File: src/rtl/i2s_stream_scheduler_if.sv
// i2s_stream_scheduler_if
//  Bundles the two producer handshakes and the word/enable bus towards the
//  i2sMaster transmitter.
//  master : producer/consumer side (drives srcN_valid/left/right, observes the rest)
//  slave  : scheduler side (drives srcN_ready, i2s_en, i2s_left/right, active_src, underrun)
interface i2s_stream_scheduler_if #(
    parameter int DATA_W = 16
);
    logic              src0_valid;
    logic [DATA_W-1:0] src0_left;
    logic [DATA_W-1:0] src0_right;
    logic              src0_ready;
    logic              src1_valid;
    logic [DATA_W-1:0] src1_left;
    logic [DATA_W-1:0] src1_right;
    logic              src1_ready;
    logic              i2s_en;
    logic [DATA_W-1:0] i2s_left;
    logic [DATA_W-1:0] i2s_right;
    logic              active_src;
    logic              underrun;

    modport master (
        output src0_valid, src0_left, src0_right,
        output src1_valid, src1_left, src1_right,
        input  src0_ready, src1_ready,
        input  i2s_en, i2s_left, i2s_right, active_src, underrun
    );

    modport slave (
        input  src0_valid, src0_left, src0_right,
        input  src1_valid, src1_left, src1_right,
        output src0_ready, src1_ready,
        output i2s_en, i2s_left, i2s_right, active_src, underrun
    );
endinterface

File: src/rtl/i2s_stream_scheduler.sv
// i2s_stream_scheduler
//  Shares one i2sMaster transmitter between two stereo sources. Each source
//  has its own FWFT FIFO; once per LRCLK frame one source is chosen and its
//  stereo word is presented to the transmitter, whose enable is sequenced
//  through IDLE -> PRIME -> RUN -> DRAIN.
//  Ports:
//   clk      system clock (rising edge)
//   rst      asynchronous active-low reset
//   run_req  1 = stream, 0 = stop after the current frame
//   mode     00 src0, 01 src1, 10 round-robin, 11 src0 priority
//   LRCLK    word-select clock from i2sMaster (asynchronous)
//   mute     only with I2S_SCHED_MUTE_EN defined: zero the presented words
//   bus      i2s_stream_scheduler_if.slave (source handshakes, i2s outputs)
//  Build option: define I2S_SCHED_MUTE_EN to add the mute input.

// Per-source FIFO, first-word-fall-through, holds {left,right}.
module i2s_sched_fifo #(
    parameter int W     = 32,
    parameter int DEPTH = 4
) (
    input  logic                   clk,
    input  logic                   rst,
    input  logic                   push,
    input  logic                   pop,
    input  logic [W-1:0]           wr_data,
    output logic [W-1:0]           rd_data,
    output logic [$clog2(DEPTH):0] count,
    output logic                   ready,
    output logic                   empty
);
    localparam int AW = $clog2(DEPTH);
    localparam int CW = AW + 1;

    logic [W-1:0]  mem [DEPTH];
    logic [AW-1:0] wr_ptr, rd_ptr;
    logic          push_ok, pop_ok;

    assign ready   = (count != CW'(DEPTH));
    assign empty   = (count == '0);
    assign push_ok = push & ready;
    assign pop_ok  = pop & ~empty;
    assign rd_data = mem[rd_ptr];

    // Pointers wrap naturally since DEPTH is a power of two.
    always_ff @(posedge clk or negedge rst) begin
        if (!rst) begin
            wr_ptr <= '0;
            rd_ptr <= '0;
            count  <= '0;
        end else begin
            if (push_ok) wr_ptr <= wr_ptr + 1'b1;
            if (pop_ok)  rd_ptr <= rd_ptr + 1'b1;
            case ({push_ok, pop_ok})
                2'b10:   count <= count + 1'b1;
                2'b01:   count <= count - 1'b1;
                default: ;
            endcase
        end
    end

    // Storage needs no reset: emptiness is tracked by count alone.
    always_ff @(posedge clk) begin
        if (push_ok) mem[wr_ptr] <= wr_data;
    end
endmodule

module i2s_stream_scheduler #(
    parameter int DATA_W      = 16,
    parameter int DEPTH       = 4,
    parameter int SYNC_STAGES = 2
) (
    input  logic       clk,
    input  logic       rst,
    input  logic       run_req,
    input  logic [1:0] mode,
    input  logic       LRCLK,
`ifdef I2S_SCHED_MUTE_EN
    input  logic       mute,
`endif
    i2s_stream_scheduler_if.slave bus
);
    localparam int NSRC = 2;
    localparam int CW   = $clog2(DEPTH) + 1;
    localparam int WW   = 2 * DATA_W;

    typedef enum logic [1:0] {S_IDLE, S_PRIME, S_RUN, S_DRAIN} state_t;

    state_t                     state, state_nx;
    logic [NSRC-1:0]            in_valid, in_ready, pop, empty;
    logic [NSRC-1:0][WW-1:0]    in_data, rd_data;
    logic [NSRC-1:0][CW-1:0]    cnt;
    logic [SYNC_STAGES-1:0]     lr_sync;
    logic                       lr_prev, tick;
    logic                       en, serve, elig_ok, sel, rr, out_zero;
    logic [DATA_W-1:0]          left_q, right_q;
    logic                       active_q, underrun_q;

    // ---------------- source FIFOs ----------------
    assign in_valid   = {bus.src1_valid, bus.src0_valid};
    assign in_data[0] = {bus.src0_left, bus.src0_right};
    assign in_data[1] = {bus.src1_left, bus.src1_right};
    assign bus.src0_ready = in_ready[0];
    assign bus.src1_ready = in_ready[1];

    for (genvar g = 0; g < NSRC; g++) begin : g_src
        i2s_sched_fifo #(.W(WW), .DEPTH(DEPTH)) u_fifo (
            .clk     (clk),
            .rst     (rst),
            .push    (in_valid[g] & in_ready[g]),
            .pop     (pop[g]),
            .wr_data (in_data[g]),
            .rd_data (rd_data[g]),
            .count   (cnt[g]),
            .ready   (in_ready[g]),
            .empty   (empty[g])
        );
    end

    // ---------------- frame tick ----------------
    // Falling edge of the synchronised LRCLK marks the start of the left word.
    always_ff @(posedge clk or negedge rst) begin
        if (!rst) begin
            lr_sync <= '0;
            lr_prev <= 1'b0;
        end else begin
            lr_sync <= {lr_sync[SYNC_STAGES-2:0], LRCLK};
            lr_prev <= lr_sync[SYNC_STAGES-1];
        end
    end
    assign tick = lr_prev & ~lr_sync[SYNC_STAGES-1];

    // ---------------- control FSM ----------------
    always_comb begin
        case (mode)
            2'b00:   elig_ok = (cnt[0] >= CW'(DEPTH / 2));
            2'b01:   elig_ok = (cnt[1] >= CW'(DEPTH / 2));
            default: elig_ok = (cnt[0] >= CW'(DEPTH / 2)) || (cnt[1] >= CW'(DEPTH / 2));
        endcase
    end

    always_ff @(posedge clk or negedge rst) begin
        if (!rst) state <= S_IDLE;
        else      state <= state_nx;
    end

    always_comb begin
        state_nx = state;
        en       = 1'b0;
        serve    = 1'b0;
        case (state)
            S_IDLE:  if (run_req) state_nx = S_PRIME;
            S_PRIME: begin
                if (!run_req)     state_nx = S_IDLE;
                else if (elig_ok) state_nx = S_RUN;
            end
            S_RUN: begin
                en    = 1'b1;
                serve = tick;
                if (!run_req) state_nx = S_DRAIN;
            end
            S_DRAIN: begin
                en    = 1'b1;
                serve = tick;
                if (tick) state_nx = S_IDLE;
            end
            default: state_nx = S_IDLE;
        endcase
    end

    // ---------------- source selection ----------------
    // Mode is only consumed when serve is high, so a change lands on the next frame.
    always_comb begin
        case (mode)
            2'b00:   sel = 1'b0;
            2'b01:   sel = 1'b1;
            2'b10:   sel = (empty[rr] && !empty[~rr]) ? ~rr : rr;
            default: sel = empty[0];
        endcase
        pop = '0;
        if (serve && !empty[sel]) pop[sel] = 1'b1;
    end

`ifdef I2S_SCHED_MUTE_EN
    assign out_zero = mute;
`else
    assign out_zero = 1'b0;
`endif

    // ---------------- presented word ----------------
    always_ff @(posedge clk or negedge rst) begin
        if (!rst) begin
            left_q     <= '0;
            right_q    <= '0;
            active_q   <= 1'b0;
            underrun_q <= 1'b0;
            rr         <= 1'b0;
        end else begin
            underrun_q <= 1'b0;
            if (serve) begin
                active_q   <= sel;
                underrun_q <= empty[sel];
                if (empty[sel] || out_zero) begin
                    left_q  <= '0;
                    right_q <= '0;
                end else begin
                    {left_q, right_q} <= rd_data[sel];
                end
                // Round-robin pointer advances only on a real pop.
                if (mode == 2'b10 && !empty[sel]) rr <= ~rr;
            end
        end
    end

    assign bus.i2s_en     = en;
    assign bus.i2s_left   = left_q;
    assign bus.i2s_right  = right_q;
    assign bus.active_src = active_q;
    assign bus.underrun   = underrun_q;
endmodule
File: src/flat_wrapper.sv
// flat-port wrapper written by rule: the top's interface ports become plain ports
module i2s_stream_scheduler_flat 
#(
    parameter int DATA_W      = 16,
    parameter int DEPTH       = 4,
    parameter int SYNC_STAGES = 2
)
  (clk, rst, run_req, mode, LRCLK, bus_src0_valid, bus_src0_left, bus_src0_right, bus_src1_valid, bus_src1_left, bus_src1_right, bus_src0_ready, bus_src1_ready, bus_i2s_en, bus_i2s_left, bus_i2s_right, bus_active_src, bus_underrun);
  i2s_stream_scheduler_if #(.DATA_W(DATA_W)) bus_i ();
  input  logic clk;
  input  logic rst;
  input  logic run_req;
  input  logic [1:0] mode;
  input  logic LRCLK;
  input wire logic [$bits(bus_i.src0_valid)-1:0] bus_src0_valid;
  input wire logic [$bits(bus_i.src0_left)-1:0] bus_src0_left;
  input wire logic [$bits(bus_i.src0_right)-1:0] bus_src0_right;
  input wire logic [$bits(bus_i.src1_valid)-1:0] bus_src1_valid;
  input wire logic [$bits(bus_i.src1_left)-1:0] bus_src1_left;
  input wire logic [$bits(bus_i.src1_right)-1:0] bus_src1_right;
  output wire logic [$bits(bus_i.src0_ready)-1:0] bus_src0_ready;
  output wire logic [$bits(bus_i.src1_ready)-1:0] bus_src1_ready;
  output wire logic [$bits(bus_i.i2s_en)-1:0] bus_i2s_en;
  output wire logic [$bits(bus_i.i2s_left)-1:0] bus_i2s_left;
  output wire logic [$bits(bus_i.i2s_right)-1:0] bus_i2s_right;
  output wire logic [$bits(bus_i.active_src)-1:0] bus_active_src;
  output wire logic [$bits(bus_i.underrun)-1:0] bus_underrun;
  assign bus_i.src0_valid = bus_src0_valid;
  assign bus_i.src0_left = bus_src0_left;
  assign bus_i.src0_right = bus_src0_right;
  assign bus_i.src1_valid = bus_src1_valid;
  assign bus_i.src1_left = bus_src1_left;
  assign bus_i.src1_right = bus_src1_right;
  assign bus_src0_ready = bus_i.src0_ready;
  assign bus_src1_ready = bus_i.src1_ready;
  assign bus_i2s_en = bus_i.i2s_en;
  assign bus_i2s_left = bus_i.i2s_left;
  assign bus_i2s_right = bus_i.i2s_right;
  assign bus_active_src = bus_i.active_src;
  assign bus_underrun = bus_i.underrun;
  i2s_stream_scheduler #(.DATA_W(DATA_W), .DEPTH(DEPTH), .SYNC_STAGES(SYNC_STAGES)) u_core (.clk(clk), .rst(rst), .run_req(run_req), .mode(mode), .LRCLK(LRCLK), .bus(bus_i));
endmodule
File: config.mk
export PLATFORM = sky130hd
export DESIGN_NAME = i2s_stream_scheduler_flat
export DESIGN_NICKNAME = d
export VERILOG_FILES = /design/src/rtl/i2s_stream_scheduler_if.sv /design/src/rtl/i2s_stream_scheduler.sv /design/src/flat_wrapper.sv
export SDC_FILE = /design/constraint.sdc
export NUM_CORES = 1
export LEC_CHECK = 0
export BUFFER_PORTS_ARGS = -buffer_cell sky130_fd_sc_hd__buf_4
export CAP_MARGIN = 10
export CORE_ASPECT_RATIO = 0.75
export CORE_UTILIZATION = 60
export DETAILED_ROUTE_END_ITERATION = 12
export PLACE_DENSITY = 0.77
export SYNTH_ARGS = -nofsm -noshare
export SYNTH_HDL_FRONTEND = slang
export SYNTH_SLANG_ARGS = --single-unit
File: constraint.sdc
create_clock -name clk -period 6.29 [get_ports clk]
set_clock_uncertainty 0.2 [all_clocks]
set_input_delay 1.887 -clock clk [delete_from_list [all_inputs] [get_ports clk]]
set_output_delay 1.887 -clock clk [all_outputs]
set_load 0.02 [all_outputs]
==> results.toml <==
[route]
drtPass1Iterations = 5
drt_iter0_drc = 578
wire_per_inst_um = 23.87
route.detailed.drc = 0
ant_nets = 0
drt_wl_total_um = 23390
vias = 5906
via_per_inst = 6.027

[power]
power.density_nw_per_um2 = 475.0
seqPwrFrac_pct = 46.7
combPwrFrac_pct = 26.8
ir_drop_uv = 396.8
p_int_mw = 4.617
pwr-share-clk_pct = 26.4
power.share.switching_pct = 30.19
p_leak_nw = 5.066
p_total_mw = 6.613
p_sw_mw = 1.996

[yosys]
synth_edf_count = 256
synth-main-ff-cell = "edfxtp_1"
synth_top_cell_area_share_pct = 64.57
synth.area.top_cells = "edfxtp_1, mux4_2, dfrtp_1"
synthMostInstantiatedCell = "edfxtp_1"
synth_top_area_cell = "edfxtp_1"
syn_area_um2 = 11910
yosys_warnings = 0
synth_commonest_cells = "edfxtp_1, mux4_2, dfrtp_1"
syn_nets = 675
synth.distinct_cells = 34
ys_seq_area_share_pct = 75.92
async_reset_ff_share_pct = 17.42
syn-instance-count = 591
syn_avg_cell_area_um2 = 20.14
ys_seq_elements = 310

[clock_tree]
post-cts-setup-buffers = 0
cts_resized = 0
clock-sinks = 310
cts_buffer_depth = 3
tritoncts = "built"
cts.reportedPaths.clkPinSlew_ns = 0.06
cts_max_level = 1
clock_latency_ns = 0.54
cts_buffers = 28
clockRootBuffer = "clkbuf_16"
cts.hold.buffers_added = 0

[cells_and_area]
post-route-util_pct = 71.84
post_route_cells_drive_above_1_share_pct = 33.01
syn2layout_area_growth_pct = 16.94
final_cells = 980
nets = 789
antenna_cells = 0

[hold_path]
whs_endpoint = "u_core.lr_sync[1]$_DFF_PN0_"
hold_class = "register to register"
hold_depth = 0
hp-start = "u_core.lr_sync[0]$_DFF_PN0_"

[place]
place_congestion = 0.8269
dp_hpwl_um = 13010
pre_cts_ws_ns = 2.087
post-place-cells = 928
io_buffers = 108

[run_status]
status = "completed"

[die]
design.die.area_um2 = 20420
die_x_um = 164.7
ios = 109
initial_utilization_pct = 61.43
die_h_um = 124.0
num_rows = 44
core_area_um2 = 19380

[setup_path]
startpoint_type = "primary input"
rr_startpoint = "u_core.lr_sync[1]$_DFF_PN0_"
worst-r2r-cell-count = 9
r2r_slack_ns = 2.95
cp.arrival_ns = 3.95
critPathKind = "primary input to register"
r2r_end = "u_core.g_src[1].u_fifo.count[2]$_DFFE_PN0P_"
cp-end-kind = "register"
required_ns = 6.55
crit_fanout = 5
setup.worst_path.start = "mode[0]"

[sta]
finalSetupTns_ns = 0
post-route-min-period_ns = 3.694
max_clock_freq_mhz = 270.7
rsz0062_at_grt = "false"
setup_violations = 0
fin_ws_ns = 2.596
final-hold-violation-count = 0
slew_headroom_pct = 16.55
drv_slew = 0
max_slew.worst_pin.slew_ns = 1.251
period_share_pct = 58.73

[global_routing]
grt-ovfl-total = 0
antenna_found_initial = 0
grt_start_max_net_pins = 55
grt_pass1_vias = 6089
grt_use_total_pct = 23.90
grt_pass1_wl_um = 35230

[job]
drv_cap = 0
[sequential cells by signal (all words and copies together) (netlist names), named ones only]
signal,cells
u_core.g_src.u_fifo.mem,256
u_core.bus.i2s_left,16
u_core.bus.i2s_right,16
u_core.g_src.u_fifo.count,6
u_core.g_src.u_fifo.rd_ptr,4
u_core.g_src.u_fifo.wr_ptr,4
u_core.lr_sync,2
u_core.bus.active_src,1
u_core.bus.underrun,1
u_core.lr_prev,1
u_core.rr,1
u_core.state,1
[stage by stage]
stage | hold slack, ns | area (um2)
after CTS | 0.1519 | 13920
after global placement | 0.1361 | 12970
after floorplan | 0.1312 | 11910
after detailed placement | 0.1372 | 12970
after global routing | 0.1701 | 13920
final | 0.1488 | 13920
[placed cells by master (no fill, tap or decap), types with 10 or more instances in the layout]
cell type and instances:
o21ai_1 36, mux2i_1 35, inv_1 14, mux4_2 64, clkbuf_16 28, ha_1 10, edfxtp_1 256, dfrtp_1 50
buf_4 111, nand2_1 40
[how the worst max path moves through the flow]
| stage | end | slack [ns] | depth (start not counted) |
|---|---|---|---|
| floorplan | u_core.g_src[0].u_fifo.count[2]$_DFFE_PN0P_ | 2.40 | 11 |
| global placement | u_core.g_src[0].u_fifo.count[2]$_DFFE_PN0P_ | 2.18 | 11 |
| detailed placement | u_core.g_src[0].u_fifo.count[2]$_DFFE_PN0P_ | 2.09 | 11 |
| CTS | u_core.g_src[0].u_fifo.count[2]$_DFFE_PN0P_ | 2.59 | 11 |
| global route | u_core.g_src[0].u_fifo.count[2]$_DFFE_PN0P_ | 2.46 | 11 |
| finish | u_core.g_src[0].u_fifo.count[2]$_DFFE_PN0P_ | 2.60 | 11 |
[power by group through the flow]
stage / sequential (mW) / combinational (mW) / clock (mW)
floorplan: 3.05 / 1.22 / 0
global placement: 3.10 / 1.74 / 0
detailed placement: 3.13 / 1.79 / 0
CTS: 3.10 / 1.81 / 1.76
global route: 3.14 / 1.93 / 1.85
finish: 3.09 / 1.78 / 1.75
[routing by layer]
| metal | global-route usage, % | wire length (um) |
|---|---|---|
| met1 | 34.86 | 10120 |
| met2 | 37.82 | 11270 |
| met3 | 4.629 | 1606 |
| met4 | 6.250 | 404 |
| met5 | 0 | 0 |
[critical path: stages]
cell and delay, ns:
buf_4 0.11, nor2b_1 0.06, a211oi_1 0.42, a21oi_4 0.06, nor3_2 0.24, ha_1 0.26, inv_1 0.08, fa_1 0.43
xor2_1 0.15, nor2_1 0.12, xor2_1 0.14
[layout make-up]
cell class / instances / area, um2
Sequential cell: 310 / 9044
Clock buffer: 39 / 772.0
Clock inverter: 13 / 180.2
Inverter: 14 / 52.55
Multi-Input combinational cell: 240 / 2724
Tap cell: 253 / 316.6
Timing Repair Buffer: 111 / 833.3
Fill cell: 1177 / 5456
[logic make-up (layout without fill, tap and decap cells)]
family          count (synthesis)  in the layout  share of synthesized area (%)
flops                         310            310                          75.92
mux                           100            100                          15.14
simple gates                   70             70                          2.869
compound gates                 45             45                          2.176
buf+inv                        41            177                          1.545
xor+xnor                       13             13                         0.9564
fa+ha+maj                      12             12                          1.387
Power figures use the tool's default switching activity.
